[config.mk]
export PLATFORM = sky130hd
export DESIGN_NAME = vend_ctrl_multi
export DESIGN_NICKNAME = d
export VERILOG_FILES = /design/src/rtl/vend_ctrl_multi.sv
export SDC_FILE = /design/constraint.sdc
export NUM_CORES = 1
export LEC_CHECK = 0
export BUFFER_PORTS_ARGS = -buffer_cell sky130_fd_sc_hd__buf_2
export CAP_MARGIN = 15
export CORE_ASPECT_RATIO = 0.8
export CORE_MARGIN = 4
export CORE_UTILIZATION = 25
export CTS_CLUSTER_DIAMETER = 120
export DETAILED_ROUTE_END_ITERATION = 10
export PLACE_DENSITY = 0.5
export SLEW_MARGIN = 40
export SYNTH_ARGS = -nofsm -noshare
export SYNTH_HDL_FRONTEND = slang
export SYNTH_SLANG_ARGS = --single-unit
[constraint.sdc]
create_clock -name clk -period 7.1 [get_ports clk]
set_input_delay 0.71 -clock clk [delete_from_list [all_inputs] [get_ports clk]]
set_output_delay 0.71 -clock clk [all_outputs]
set_load 0.02 [all_outputs]
[src/rtl/vend_ctrl_multi.sv]
// rtl/vend_ctrl_multi.sv - multi-product vending controller with price table, stock and refund
module vend_ctrl_multi #(
    parameter int MONEY_W    = 7,
    parameter int N_PROD     = 4,
    parameter int PROD_W     = 3,
    parameter int STOCK_W    = 4,
    parameter int INIT_STOCK = 2,
    parameter logic [N_PROD*MONEY_W-1:0] PRICE_LIST = {7'd25, 7'd20, 7'd15, 7'd10}
) (
    input  logic               clk,
    input  logic               rst,
    input  logic               coin_valid,
    input  logic [MONEY_W-1:0] money,
    input  logic               sel_valid,
    input  logic [PROD_W-1:0]  prod,
    input  logic               cancel,
    input  logic               restock,
    output logic [MONEY_W-1:0] credit,
    output logic               busy,
    output logic               sold,
    output logic [PROD_W-1:0]  sold_prod,
    output logic               change_valid,
    output logic [MONEY_W-1:0] rem,
    output logic               coin_reject,
    output logic               deny_funds,
    output logic               out_of_stock,
    output logic               bad_sel
);

    typedef enum logic [1:0] {S_IDLE, S_VEND, S_CHANGE, S_REFUND} state_t;

    state_t               r_state, w_state_nx;
    logic [MONEY_W-1:0]   r_credit, w_credit_nx;
    logic [MONEY_W-1:0]   r_rem, w_rem_nx;
    logic [PROD_W-1:0]    r_sold_prod, w_sold_prod_nx;
    logic [PROD_W-1:0]    r_prod, w_prod_nx;
    logic                 r_sold, w_sold_nx;
    logic                 r_change_valid, w_change_valid_nx;
    logic                 r_coin_reject, w_coin_reject_nx;
    logic                 r_deny_funds, w_deny_funds_nx;
    logic                 r_out_of_stock, w_out_of_stock_nx;
    logic                 r_bad_sel, w_bad_sel_nx;
    logic [STOCK_W-1:0]   r_stock [N_PROD];
    logic [STOCK_W-1:0]   w_stock_nx [N_PROD];

    logic [MONEY_W:0]     w_sum;
    logic                 w_sel_bad;
    logic [MONEY_W-1:0]   w_sel_price;
    logic [STOCK_W-1:0]   w_sel_stock;
    logic [MONEY_W-1:0]   w_vend_price;

    // Price/stock lookup for the incoming selection and the latched product
    always_comb begin
        w_sum        = {1'b0, r_credit} + {1'b0, money};
        w_sel_bad    = (prod == '0) || (prod > PROD_W'(N_PROD));
        w_sel_price  = '0;
        w_sel_stock  = '0;
        w_vend_price = '0;
        for (int i = 0; i < N_PROD; i++) begin
            if (prod == PROD_W'(i + 1)) begin
                w_sel_price = PRICE_LIST[i*MONEY_W +: MONEY_W];
                w_sel_stock = r_stock[i];
            end
            if (r_prod == PROD_W'(i + 1)) begin
                w_vend_price = PRICE_LIST[i*MONEY_W +: MONEY_W];
            end
        end
    end

    // Next-state and next-output logic; every output is registered below
    always_comb begin
        w_state_nx        = r_state;
        w_credit_nx       = r_credit;
        w_rem_nx          = r_rem;
        w_sold_prod_nx    = r_sold_prod;
        w_prod_nx         = r_prod;
        w_sold_nx         = 1'b0;
        w_change_valid_nx = 1'b0;
        w_coin_reject_nx  = 1'b0;
        w_deny_funds_nx   = 1'b0;
        w_out_of_stock_nx = 1'b0;
        w_bad_sel_nx      = 1'b0;
        w_stock_nx        = r_stock;
        case (r_state)
            S_IDLE: begin
                if (restock) begin
                    for (int i = 0; i < N_PROD; i++) w_stock_nx[i] = STOCK_W'(INIT_STOCK);
                end
                if (cancel) begin
                    w_state_nx       = S_REFUND;
                    w_coin_reject_nx = coin_valid;
                end else if (sel_valid) begin
                    // a coin alongside a selection is never credited
                    w_coin_reject_nx = coin_valid;
                    if (w_sel_bad)                  w_bad_sel_nx      = 1'b1;
                    else if (w_sel_stock == '0)     w_out_of_stock_nx = 1'b1;
                    else if (r_credit < w_sel_price) w_deny_funds_nx  = 1'b1;
                    else begin
                        w_prod_nx  = prod;
                        w_state_nx = S_VEND;
                    end
                end else if (coin_valid) begin
                    if (w_sum[MONEY_W]) w_coin_reject_nx = 1'b1;
                    else                w_credit_nx      = w_sum[MONEY_W-1:0];
                end
            end
            S_VEND: begin
                w_sold_nx        = 1'b1;
                w_sold_prod_nx   = r_prod;
                w_credit_nx      = r_credit - w_vend_price;
                w_coin_reject_nx = coin_valid;
                w_state_nx       = S_CHANGE;
                for (int i = 0; i < N_PROD; i++) begin
                    if (r_prod == PROD_W'(i + 1)) w_stock_nx[i] = r_stock[i] - STOCK_W'(1);
                end
            end
            S_CHANGE, S_REFUND: begin
                w_change_valid_nx = 1'b1;
                w_rem_nx          = r_credit;
                w_credit_nx       = '0;
                w_coin_reject_nx  = coin_valid;
                w_state_nx        = S_IDLE;
            end
            default: w_state_nx = S_IDLE;
        endcase
    end

    // State and output registers with synchronous reset
    always_ff @(posedge clk) begin
        if (rst) begin
            r_state        <= S_IDLE;
            r_credit       <= '0;
            r_rem          <= '0;
            r_sold_prod    <= '0;
            r_prod         <= '0;
            r_sold         <= 1'b0;
            r_change_valid <= 1'b0;
            r_coin_reject  <= 1'b0;
            r_deny_funds   <= 1'b0;
            r_out_of_stock <= 1'b0;
            r_bad_sel      <= 1'b0;
            for (int i = 0; i < N_PROD; i++) r_stock[i] <= STOCK_W'(INIT_STOCK);
        end else begin
            r_state        <= w_state_nx;
            r_credit       <= w_credit_nx;
            r_rem          <= w_rem_nx;
            r_sold_prod    <= w_sold_prod_nx;
            r_prod         <= w_prod_nx;
            r_sold         <= w_sold_nx;
            r_change_valid <= w_change_valid_nx;
            r_coin_reject  <= w_coin_reject_nx;
            r_deny_funds   <= w_deny_funds_nx;
            r_out_of_stock <= w_out_of_stock_nx;
            r_bad_sel      <= w_bad_sel_nx;
            r_stock        <= w_stock_nx;
        end
    end

    assign credit       = r_credit;
    assign busy         = (r_state != S_IDLE);
    assign sold         = r_sold;
    assign sold_prod    = r_sold_prod;
    assign change_valid = r_change_valid;
    assign rem          = r_rem;
    assign coin_reject  = r_coin_reject;
    assign deny_funds   = r_deny_funds;
    assign out_of_stock = r_out_of_stock;
    assign bad_sel      = r_bad_sel;

endmodule

Word level (Yosys, flattened, before mapping)
Index checks and enable logic that the tools add are counted.
Cells by class
  $add $sub $neg: 6
  $mul: 0
  divide/modulo/power cells: 0
  order comparisons: 2
  equality and inequality tests: 24
  shift operators: 0
  mux-type cells: 39
  bitwise operators: 6
  reduce and logical (&&, ||, !) cells: 18
Operators with widths (count)
  $mux 7: 10
  $mux 4: 10
  $pmux 16 s2: 1
  $pmux 7 s3: 1
  $ne 2x2->1 const B: 9
  $mux 16: 1
  $sub 4x1->4 const B: 4
  $eq 3x2->1 const B: 4
  $ne 3x3->1 const B: 4
  $reduce_and 3->1: 4
  $mux 2: 5
  $mux 1: 9
  $add 7x7->8: 1
  $reduce_and 4->1: 2
  $lt 7x7->1: 1
  $sub 7x7->7: 1
  $eq 3x1->1 const B: 2
  $eq 3x3->1 const B: 2
  $not 1->1: 6
  $pmux 2 s3: 1
  $reduce_and 6->1: 1
  $reduce_or 6->1: 1
  $reduce_or 5->1: 1
  $eq 2x2->1 const B: 2
  11 further kinds: 12
Storage, ports and cells
  register bits: 44
  latch bits: 0
  memory bits (writable): 0
  bits in read-only memories: 0
  input bits: 16
  output and inout port bits: 24
  logic and storage cells: 110
  memories: 0

Longest topological paths before layout
  word-level depth: 12
  depth in mapped cells: 12
  mapped depth without buffers: 12

Worst setup path after synthesis
No wires, ideal clock.
  kind: in2reg
  start: in prod[0]
  end: reg r_prod[0]
  library setup time: 0.072 ns
  arrival time: 2.642 ns
  data required time: 7.028 ns
  setup slack: 4.387 ns
  stages: 10
  path buffers: 1
  path through: clkbuf_1 -> nor2_1 -> ha_1 -> or3_1 -> ha_1 -> o311ai_0 -> a21oi_1 -> nor3_1 -> nor3_2 -> mux2i_1
Between the ends
  cells in the longest elaborated chain, start to end: 8
  elaborated cells on any way between the ends: 21
  classes of those cells: order compare: 2; eq/ne: 4; mux: 8; bitwise: 3; reduce/logical: 4
RTL lines
  from (decl): line 15  | input logic [PROD_W-1:0] prod,
  $eq 3x1->1: line 60  | if (prod == PROD_W'(i + 1)) begin
  $mux 4: line 60
  $mux 7 / $mux 4 (equally long branches) (3 in series): line 60
  $lt 7x7->1 / $logic_not 4->1 (equally long branches): line 97, 96
  $not 1->1 (no source line)
  $reduce_and 6->1 (no source line)
  to (signal assigned): line 148  | r_prod <= w_prod_nx;
  to (decl): line 36  | logic [PROD_W-1:0] r_prod, w_prod_nx;
Several ways; a longest one is shown, not always the timed one.
A chain may end at the register's enable or synchronous reset.

Final worst setup path
  start: reg r_prod[1]
  end: reg r_credit[6] (netlist: credit[6])
Between the ends
  cells in the longest elaborated chain, start to end: 7
  elaborated cells on any way between the ends: 10
  classes of those cells: add/sub: 1; eq/ne: 4; mux: 5
RTL lines
  $eq 3x1->1: line 64  | if (r_prod == PROD_W'(i + 1)) begin
  $mux 4: line 64
  $mux 7 (2 in series): line 64
  $mux 7 *: line 64
  $sub 7x7->7 *: line 110  | w_credit_nx = r_credit - w_vend_price;
  $pmux 7 s3 *: line 84  | case (r_state)
  to (signal assigned): line 145  | r_credit <= w_credit_nx;
  to (decl): line 33  | logic [MONEY_W-1:0] r_credit, w_credit_nx;
Mark *: on every way between the ends. The rest lies on a longest branch, timed or not.

==> reports/results.txt <==
Summed over all layers, the routed wires come to 6.86 mm. The most instantiated flip-flop cell in the synthesis netlist is sky130_fd_sc_hd__dfxtp_1. In the post-route analysis, the smallest setup slack over all paths is 4.38 ns. The full die area is 12400 um^2. The number of endpoints with negative hold slack in the final report was 0; the net count of the mapped netlist was 360.

The worst setup path is launched from a flop. Measured against its own limit, the worst slew margin works out to 56.6%. The portion of synthesized area spent on multiplexers is 6.42%. The run finished with clean final reports.

In this run the static leakage power is 0.00129 uW. The number of storage elements in the synthesis netlist is 44, and the insertion delay of the later-clocked pin in the worst-skew pair is 0.28 ns. The average via count per standard cell was 4.56. The run gives 1123 as the filler cell count. Summing every instance area after synthesis gives 2670 um^2. Of the cells placed in the final design, the portion with a size suffix greater than 1 is 17.8%.

Path class of the lowest-slack min-delay path: flop to flop. Once detail routing completed, the nets flagged for antenna violations numbered 0. After clock tree synthesis, the setup repair step added 0 buffers.

Detailed placement ended at an HPWL of 5.11 mm. Counting flops with an async set or reset pin after synthesis yields a share of 0%. Entering global routing, the biggest net connects 39 pins.

Setup repair after global routing left no endpoint under its margin. The number of enable-type register cells in the synthesized netlist was 0. During synthesis, Yosys emitted a total of 0 warnings. The number of antenna diodes in the final layout is 0. The minimum clock period works out to 2.72 ns.

After clock tree synthesis, the clock-pin slew on the worst setup and hold paths is 0.06 ns. The detailed router finished its first iteration with 144 violations. The tree is rooted in a sky130_fd_sc_hd__clkbuf_16.

The synthesized-area fraction occupied by and/or/nand/nor cells works out to 25.9%. In the global route stage, overall resource usage came out at 11.4%. The clock passes through at most 2 buffers. The wire length of the first global-routing pass is 11.2 mm. The internal power was 496 uW. After detailed routing, the number of remaining DRC violations is 0. For this run, the top clock speed supported by timing is 368 MHz. A synthesized cell averages 8.31 um^2. The logs give 0 for the number of antenna violations at the first check in global routing and 5 for the total iterations of the first detailed-routing run.

The final-layout setup total negative slack is 0 ns, and the die width is 124 um. The final critical path takes up 38.2% of the cycle. The logs give 321 for the count of mapped cells out of synthesis and 33 for the number of standard-cell rows in the floorplan.

The placed instance count came out at 486. The starting density of the core is 25.9%. The tools report the final standard cell utilization of the core as 30.4%. The run gives 0.00246 ns as the setup clock skew after layout. Post-CTS repair changed the size of 0 cells. Post-route total power: 712 uW.

The run gives 2243 as the via count of the first global-routing pass. The count of buffers added on input and output ports is 39. After global routing the overflow that remains totals 0. The layout-stage area growth over the synthesis result is 17.7%. Adder and majority cell fraction of the synthesized area: 11.3%. In this run the worst path has a maximum fanout of 7.

Per report_power, the clock group accounts for 36.6% of the total. For the worst slack at placement, the log shows 4.29 ns. The tree built by TritonCTS fans out to 44 sinks.

Dividing total power by cell area gives a power density of 227 nW/um^2. The run gives 40 as the total I/O pin count. In this run, post-CTS hold repair placed 0 buffers.

Max-cap violations in this run came to 0. The share of synthesized area occupied by flip-flops and latches was 33.0%; the number of standard cells in the layout, taps in and fillers out was 494. Data on the critical path is required at its endpoint by 7.28 ns. Total number of vias: 2253. The net switching component of the power is 216 uW.

The worst supply voltage drop on vdd was 0.0000871 V. TritonCTS built the clock tree. The number of nets in the layout came out at 392.

The die is 100 um tall. The fraction of power spent switching nets was 30.4%; the count of cell types in the netlist was 51. The compound-cell area share of the yosys netlist was 13.9%; the standard cell core area was 10300 um^2. By area, the combinational part of the netlist is dominated by simple AND/OR/NAND/NOR gates.

The H-tree generated during clock tree synthesis spans 2 levels. In this run, the combinational gates consume 23.7% of the power. The synthesized netlist devotes 4.27% of its cell area to XOR and XNOR gates. The endpoint class of the critical path is a flop.

The path type of the worst setup path is flop to flop. The data arrival time of the critical path was 2.90 ns; the portion of total power attributed to sequential cells was 39.7%. Counting the buffers created by CTS gives 5. Setup violations remaining at the end of the flow were counted as 0. After detailed routing, the average wire length per cell comes to 13.9 um.

At the pin with the least slew margin, the transition time is 0.652 ns. The final estimated routing congestion in global placement was 0.757. For the number of max-slew violations in the final report, the log shows 0.
[power by group through the flow]
stage | logic [uW] | clock network (uW) | registers (uW)
floorplan | 125 | 0 | 285
global placement | 169 | 0 | 288
detailed placement | 168 | 0 | 289
CTS | 170 | 270 | 283
global route | 190 | 277 | 285
finish | 169 | 260 | 283
[state kept, by name, summed over array words and instances (netlist names)]
name          cells
out_of_stock      1
sold_prod         3
rem               7
r_prod            3
r_stock          16
sold              1
change_valid      1
bad_sel           1
deny_funds        1
r_state           2
coin_reject       1
credit            7
[stage by stage]
| step | instance area [um^2] | hold slack (ns) |
|---|---|---|
| after floorplan | 2670 | 0.463 |
| after global placement | 2970 | 0.442 |
| after detailed placement | 2980 | 0.452 |
| after CTS | 3140 | 0.464 |
| after global routing | 3140 | 0.494 |
| final | 3140 | 0.456 |
[cell usage after synthesis, types with 3 or more instances]
| cell type | count | area (um^2) |
|---|---|---|
| sky130_fd_sc_hd__xor2_1 | 6 | 52.6 |
| sky130_fd_sc_hd__inv_1 | 19 | 71.3 |
| sky130_fd_sc_hd__clkbuf_1 | 9 | 33.8 |
| sky130_fd_sc_hd__nor2_1 | 37 | 139 |
| sky130_fd_sc_hd__xnor2_1 | 7 | 61.3 |
| sky130_fd_sc_hd__dfxtp_1 | 44 | 881 |
| sky130_fd_sc_hd__nand2b_1 | 24 | 150 |
| sky130_fd_sc_hd__o211ai_1 | 4 | 30.0 |
| sky130_fd_sc_hd__nor2b_1 | 8 | 50.1 |
| sky130_fd_sc_hd__nand3_1 | 5 | 25.0 |
| sky130_fd_sc_hd__mux2i_1 | 16 | 160 |
| sky130_fd_sc_hd__a21oi_1 | 25 | 125 |
| sky130_fd_sc_hd__ha_1 | 21 | 263 |
| sky130_fd_sc_hd__o31ai_1 | 3 | 22.5 |
| sky130_fd_sc_hd__o21ai_0 | 8 | 40.0 |
| sky130_fd_sc_hd__nor3_1 | 8 | 40.0 |
| sky130_fd_sc_hd__nor3b_1 | 5 | 37.5 |
| sky130_fd_sc_hd__nand2_1 | 24 | 90.1 |
| sky130_fd_sc_hd__or3_1 | 5 | 31.3 |
[cell type report]
| class | instances | area, um^2 | area share [%] |
|---|---|---|---|
| Inverter | 19 | 71.3 | 2.27 |
| Clock inverter | 2 | 35.0 | 1.12 |
| Clock buffer | 6 | 129 | 4.10 |
| Timing Repair Buffer | 39 | 195 | 6.22 |
| Tap cell | 140 | 175 | 5.58 |
| Sequential cell | 44 | 882 | 28.1 |
| Multi-Input combinational cell | 244 | 1650 | 52.6 |
[kinds of logic (layout without fill, tap and decap cells)]
kind of cell,after synthesis,after routing
simple gates,133,133
compound gates,58,58
flops,44,44
buf+inv,33,66
fa+ha+maj,23,23
mux,17,17
xor+xnor,13,13
[path summary, 6_finish.rpt]
kind                start  cells past startpoint      endpoint  slack, ns
max             r_prod[1]                     12     credit[6]       4.38
min          sold_prod[0]                      2  sold_prod[0]       0.46
max reg2reg     r_prod[1]                     12     credit[6]       4.38
min reg2reg  sold_prod[0]                      2  sold_prod[0]       0.46
[worst max-delay path: stages (launching register included)]
cell and delay (ns):
sky130_fd_sc_hd__dfxtp_1 0.45, sky130_fd_sc_hd__and2b_1 0.22, sky130_fd_sc_hd__inv_1 0.09, sky130_fd_sc_hd__a21oi_1 0.18, sky130_fd_sc_hd__ha_1 0.19, sky130_fd_sc_hd__inv_1 0.05, sky130_fd_sc_hd__fa_1 0.41, sky130_fd_sc_hd__a21o_1 0.18
sky130_fd_sc_hd__a21oi_1 0.20, sky130_fd_sc_hd__o21ai_0 0.14, sky130_fd_sc_hd__xnor2_1 0.14, sky130_fd_sc_hd__nand2_1 0.07, sky130_fd_sc_hd__a311oi_1 0.30
[layout by cell type, fill, tap and decap left out, types with 2 or more instances in the layout]
master	synthesis	routed
sky130_fd_sc_hd__dfxtp_1	44	43
sky130_fd_sc_hd__buf_2	2	39
sky130_fd_sc_hd__nor2_1	37	37
sky130_fd_sc_hd__a21oi_1	25	25
sky130_fd_sc_hd__nand2b_1	24	24
sky130_fd_sc_hd__nand2_1	24	24
sky130_fd_sc_hd__ha_1	21	21
sky130_fd_sc_hd__inv_1	19	19
sky130_fd_sc_hd__mux2i_1	16	16
sky130_fd_sc_hd__nor3_1	8	8
sky130_fd_sc_hd__o21ai_0	8	8
sky130_fd_sc_hd__xnor2_1	7	7
sky130_fd_sc_hd__nor2b_1	8	7
sky130_fd_sc_hd__xor2_1	6	6
sky130_fd_sc_hd__nor3b_1	5	5
sky130_fd_sc_hd__or3_1	5	5
sky130_fd_sc_hd__nand3_1	5	5
sky130_fd_sc_hd__clkbuf_16	0	5
sky130_fd_sc_hd__o211ai_1	4	4
sky130_fd_sc_hd__o31ai_1	3	3
sky130_fd_sc_hd__o21ai_2	2	2
sky130_fd_sc_hd__a21o_1	2	2
sky130_fd_sc_hd__nor4_1	2	2
sky130_fd_sc_hd__nor3_2	2	2
sky130_fd_sc_hd__or2_2	2	2
sky130_fd_sc_hd__a31oi_1	2	2
sky130_fd_sc_hd__and2_1	2	2
sky130_fd_sc_hd__a31o_2	2	2
sky130_fd_sc_hd__or3_2	2	2
sky130_fd_sc_hd__fa_1	2	2
[per-layer routing]
metal	global-route usage (%)	wire (um)
met5	0	0
met1	16.3	3550
met2	17.4	2950
met3	2.93	317
met4	2.21	43
Note: power is estimated with default switching activity, not from simulation.
